--- src/rtl/arr_stim.sv ---
// arr_stim: LFSR stimulus source and self-checker in front of the arr comparators.
// Drives data_op into an external delay path and presents the LATENCY-delayed copy on exp_op.
// Counts obs_ip/exp_op mismatches and finishes the run as DONE (N_VECTORS compared) or FAIL (ERR_LIMIT reached).
module arr_stim #(
   parameter int          WIDTH     = 32,
   parameter int          LATENCY   = 2,
   parameter int          N_VECTORS = 16,
   parameter int          ERR_LIMIT = 4,
   parameter logic [31:0] SEED      = 32'h00000001
) (
   input  logic             arr_stim_clk_ip,
   input  logic             arr_stim_rst_n_ip,
   input  logic             en_ip,
   input  logic             inject_ip,
   input  logic [WIDTH-1:0] obs_ip,
   output logic [WIDTH-1:0] data_op,
   output logic [WIDTH-1:0] exp_op,
   output logic             valid_op,
   output logic [7:0]       mismatch_cnt_op,
   output logic             done_op,
   output logic             fail_op
);

   typedef enum logic [2:0] {IDLE, FILL, RUN, DONE, FAIL} state_t;

   localparam logic [31:0] TAPS      = 32'h80200003;
   localparam logic [7:0]  ERR_LIM8  = 8'(ERR_LIMIT);
   localparam logic [15:0] NVEC16    = 16'(N_VECTORS);
   localparam logic [3:0]  FILL_LAST = 4'(LATENCY - 1);

   state_t           state_q;
   logic [31:0]      lfsr_q;
   logic [31:0]      lfsr_d;
   logic [WIDTH-1:0] pipe_q [LATENCY];
   logic [WIDTH-1:0] data_d;
   logic             inj_q;
   logic [7:0]       mis_q;
   logic [7:0]       mis_d;
   logic [15:0]      vec_q;
   logic [15:0]      vec_d;
   logic [3:0]       fill_q;
   logic             done_q;
   logic             fail_q;
   logic             mismatch;
   logic             advance;

   // Next LFSR value, replicated stimulus, aligned expected value and post-update counters
   always_comb begin
      lfsr_d = {1'b0, lfsr_q[31:1]} ^ (lfsr_q[0] ? TAPS : 32'h0);
      data_d = '0;
      for (int i = 0; i < WIDTH; i++) begin
         data_d[i] = lfsr_q[i[4:0]];
      end
      // The LFSR value is shown while running and held (frozen) in DONE/FAIL; IDLE drives zero
      data_op  = (state_q == IDLE) ? '0 : data_d;
      exp_op   = pipe_q[LATENCY-1] ^ WIDTH'(inj_q);
      mismatch = (obs_ip != exp_op);
      mis_d    = (mismatch && (mis_q != 8'hFF)) ? mis_q + 8'd1 : mis_q;
      vec_d    = vec_q + 16'd1;
      advance  = en_ip && ((state_q == FILL) || (state_q == RUN));
   end

   assign valid_op        = (state_q == RUN);
   assign mismatch_cnt_op = mis_q;
   assign done_op         = done_q;
   assign fail_op         = fail_q;

   // LFSR and expected-value pipeline: shift while running, reload/clear whenever en_ip is low
   always_ff @(posedge arr_stim_clk_ip or negedge arr_stim_rst_n_ip) begin
      if (!arr_stim_rst_n_ip) begin
         lfsr_q <= SEED;
         for (int i = 0; i < LATENCY; i++) pipe_q[i] <= '0;
      end else if (!en_ip) begin
         lfsr_q <= SEED;
         for (int i = 0; i < LATENCY; i++) pipe_q[i] <= '0;
      end else if (advance) begin
         lfsr_q    <= lfsr_d;
         pipe_q[0] <= data_op;
         for (int i = 1; i < LATENCY; i++) pipe_q[i] <= pipe_q[i-1];
      end
   end

   // Run control: fill the pipeline, compare N_VECTORS vectors, latch DONE or FAIL
   always_ff @(posedge arr_stim_clk_ip or negedge arr_stim_rst_n_ip) begin
      if (!arr_stim_rst_n_ip) begin
         state_q <= IDLE;
         inj_q   <= 1'b0;
         mis_q   <= 8'd0;
         vec_q   <= 16'd0;
         fill_q  <= 4'd0;
         done_q  <= 1'b0;
         fail_q  <= 1'b0;
      end else begin
         case (state_q)
            IDLE: begin
               inj_q <= 1'b0;
               if (en_ip) begin
                  state_q <= FILL;
                  mis_q   <= 8'd0;
                  vec_q   <= 16'd0;
                  fill_q  <= 4'd0;
                  done_q  <= 1'b0;
                  fail_q  <= 1'b0;
               end
            end
            FILL: begin
               if (!en_ip) begin
                  state_q <= IDLE;
               end else if (fill_q == FILL_LAST) begin
                  state_q <= RUN;
               end else begin
                  fill_q <= fill_q + 4'd1;
               end
            end
            RUN: begin
               if (!en_ip) begin
                  state_q <= IDLE;
                  inj_q   <= 1'b0;
               end else begin
                  mis_q <= mis_d;
                  vec_q <= vec_d;
                  // A pending corruption blocks new requests until it has been applied
                  inj_q <= inject_ip && !inj_q;
                  if (mis_d >= ERR_LIM8) begin
                     state_q <= FAIL;
                     fail_q  <= 1'b1;
                     inj_q   <= 1'b0;
                  end else if (vec_d >= NVEC16) begin
                     state_q <= DONE;
                     done_q  <= 1'b1;
                     inj_q   <= 1'b0;
                  end
               end
            end
            DONE, FAIL: begin
               if (!en_ip) state_q <= IDLE;
            end
            default: state_q <= IDLE;
         endcase
      end
   end

endmodule
--- config.mk ---
export PLATFORM = sky130hd
export DESIGN_NAME = arr_stim
export DESIGN_NICKNAME = d
export VERILOG_FILES = /design/src/rtl/arr_stim.sv
export SDC_FILE = /design/constraint.sdc
export NUM_CORES = 1
export LEC_CHECK = 0
export ABC_AREA = 0
export CORE_MARGIN = 2
export CORE_UTILIZATION = 57
export CTS_BUF_LIST = sky130_fd_sc_hd__clkbuf_8
export DETAILED_ROUTE_END_ITERATION = 16
export PLACE_DENSITY_LB_ADDON = 0.15
export SLEW_MARGIN = 10
export SYNTH_ARGS = -nofsm -noshare
export SYNTH_HDL_FRONTEND = slang
export SYNTH_SLANG_ARGS = --single-unit
--- constraint.sdc ---
create_clock -name arr_stim_clk_ip -period 7.4 [get_ports arr_stim_clk_ip]
set_clock_uncertainty 0.2 [all_clocks]
set_input_delay 1.48 -clock arr_stim_clk_ip [delete_from_list [all_inputs] [get_ports arr_stim_clk_ip]]
set_output_delay 1.48 -clock arr_stim_clk_ip [all_outputs]
set_load 0.02 [all_outputs]
==> impl_metrics.env <==
export IMPL_grt_max_degree=70
export IMPL_detail_route_first_pass_iterations=7
export IMPL_path_cells="clkinv_1, nor3_1, clkdlybuf4s50_1"
export IMPL_cts_tree="done"
export IMPL_seq_area_frac_synth=0.516
export IMPL_clk_latency_ns=0.43
export IMPL_path_clk_slew_ns=0.07
export IMPL_h_tree_depth=4
export IMPL_post_cts_buffers=0
export IMPL_reg2reg_slack_ns=4.19
export IMPL_gp_congestion=0.874
export IMPL_report_final_slew_viol_count=0
export IMPL_hold_path_class="register to register"
export IMPL_ys_types=54
export IMPL_grt_use_met3=0.0502
export IMPL_worstHoldStart="pipe_q[33]$_DFFE_PN0P_"
export IMPL_clockBufferDepth=2
export IMPL_final_cell_mix="dfrtp_1, clkdlybuf4s50_1, a22o_1"
export IMPL_syn_inst=583
export IMPL_setup_viol=0
export IMPL_area_growth_pct=22.3
export IMPL_synth_area_sq_um=6300
export IMPL_cts_root_buffer="clkbuf_8"
export IMPL_cp_start_kind="register"
export IMPL_die_width_um=109
export IMPL_antenna_found_initial=0
export IMPL_r2r_end="data_d[0]$_DFFE_PN1P_"
export IMPL_end_kind="output port"
export IMPL_crit_slowest_cell="dfrtp_1"
export IMPL_core_sq_um=10800
export IMPL_use_met1=0.362
export IMPL_peakVddDrop_mv=0.173
export IMPL_ys_ff_latch=130
export IMPL_slew_headroom=0.231
export IMPL_drt_total_wl_mm=14.6
export IMPL_final_core_util=0.714
export IMPL_grt_util_met2=0.397
export IMPL_power_density_nw_per_um2=275
export IMPL_layout_commonest_cell="dfrtp_1"
export IMPL_grt_pass1_vias=4591
export IMPL_final_setup_tns_ns=0
export IMPL_hold_end="pipe_q[33]$_DFFE_PN0P_"
export IMPL_crit_fanout=19
export IMPL_period_share=0.606
export IMPL_rsz0062_at_grt="false"
export IMPL_crit_required_ns=5.72
export IMPL_layout_nets=692
export IMPL_worst_pin_slew_ns=1.15
export IMPL_syn_area_per_cell_sq_um=10.8
export IMPL_syn_nets=623
export IMPL_drt_wirelength_per_cell_um=18.1
export IMPL_fin_cells=805
export IMPL_die_h_um=109
export IMPL_io_pins=111
export IMPL_initial_utilization=0.584
export IMPL_worstReg2RegStart="state_q[1]$_DFFE_PN0P_"
export IMPL_min_period_ns=4.49
export IMPL_numCtsBuffers=17
export IMPL_grt_busiest_layer="met2"
export IMPL_synth_top_flop_cell="dfrtp_1"
export IMPL_fillers=803
export IMPL_status="finished clean"
export IMPL_track_usage=0.254
export IMPL_drive_gt1_frac=0.0812
export IMPL_grt_first_pass_wirelength_mm=23.3
export IMPL_grt_overflow=0
export IMPL_diodes=0
export IMPL_maxCapViolCount=0
export IMPL_r2r_cells=7
export IMPL_dp_hpwl_mm=9.80
export IMPL_placed_cells=773
export IMPL_port_buffers=110
export IMPL_ant_nets=0
export IMPL_cts_num_sinks=130
export IMPL_vias=4850
export IMPL_synthArstFlopShare=1.00
export IMPL_power_leakage_nw=3.31
export IMPL_via_per_inst=6.02
export IMPL_rows=38
export IMPL_fmax_mhz=223
export IMPL_die_area_sq_um=11900
export IMPL_drt_iter0_drc=301
export IMPL_critPathArrivalTime_ns=2.81
export IMPL_post_route_drc_count=0
export IMPL_path_class="register to output port"
export IMPL_yosysWarnings=0
export IMPL_hold_violations=0
export IMPL_ctsHoldBuffers=0
export IMPL_synth_edf_count=0
export IMPL_critPathMaxStageDelay_ns=0.73
export IMPL_ctsResizeCount=0
export IMPL_min_delay_path_depth=1
## worst max-delay path: cells and delay by family (launching register included)
family | cells | cell delay, ns
flip-flops | 1 | 0.73
buffers and inverters | 2 | 1.28
AND/OR/NAND/NOR | 1 | 0.37
## flip-flops by register name, summed over array words and instances, names as in the netlist
name	count
done_op	1
pipe_q	64
fill_q	4
vec_q	16
inj_q	1
data_d	32
state_q	3
fail_op	1
mismatch_cnt_op	8
## layout make-up
class / instances / area, sq um / share of cell area
clock buffer: 18 / 248 / 0.0321
clock inverter: 14 / 201 / 0.0261
inverter: 13 / 48.8 / 0.00633
multi-input combinational: 376 / 2650 / 0.344
sequential: 130 / 3250 / 0.422
tap: 140 / 175 / 0.0227
timing repair buffer: 114 / 1130 / 0.146
## metal layers
metal	vias to the layer above	share of wire
met1	2411	0.45
met3	19	0.051
met2	185	0.48
met5	-	0
li1	2235	-
met4	0	0.013
## report_power, final
group	internal (mW)	leakage [nW]	total, mW	switching, mW
registers	0.777	1.80	0.867	0.0899
logic	0.199	1.29	0.578	0.380
clock network	0.381	0.220	0.678	0.297
## cells in the mapped netlist, types with 14 or more instances
cell / count / area (sq um)
dfrtp_1: 129 / 3230
a22o_1: 96 / 841
nor2b_1: 35 / 219
buf_4: 31 / 233
nand2_1: 29 / 109
xnor2_1: 29 / 254
o21ai_0: 28 / 140
nor2_1: 24 / 90.1
clkbuf_1: 23 / 86.3
nand3_1: 19 / 95.1
nor3_1: 15 / 75.1
a21oi_1: 14 / 70.1
## metrics by stage
step                      hold WS, ns  area [sq um]  total power, mW  setup slack (ns)
final                           0.307          7710             2.12              2.91
after global routing            0.319          7710             2.23              2.76
after CTS                       0.306          7710             2.13              2.92
after detailed placement        0.284          7260             1.46              2.90
after global placement          0.283          7260             1.44              2.93
after floorplan                 0.266          6300             1.26              3.70
## kinds of logic (layout without fill, tap and decap cells)
kind of cell	Yosys count	count (layout)	share of synthesized area
AO/OA/AOI/OAI	163	163	0.200
XOR/XNOR	41	41	0.0570
adder cells (fa/ha/maj)	4	4	0.00794
buffers and inverters	77	159	0.0673
flip-flops	130	130	0.516
multiplexers	9	9	0.0143
AND/OR/NAND/NOR	159	159	0.137
## worst max-delay path by stage
stage | from | endpoint | slack, ns | depth (start not counted)
floorplan | obs_ip[19] | state_q[1]$_DFFE_PN0P_ | 3.70 | 8
global placement | en_ip | state_q[0]$_DFFE_PN0P_ | 2.93 | 7
detailed placement | en_ip | state_q[0]$_DFFE_PN0P_ | 2.90 | 7
CTS | state_q[1]$_DFFE_PN0P_ | valid_op | 2.92 | 3
global route | state_q[1]$_DFFE_PN0P_ | valid_op | 2.76 | 3
finish | state_q[1]$_DFFE_PN0P_ | valid_op | 2.91 | 3
Note: power is estimated with default switching activity, not from simulation.
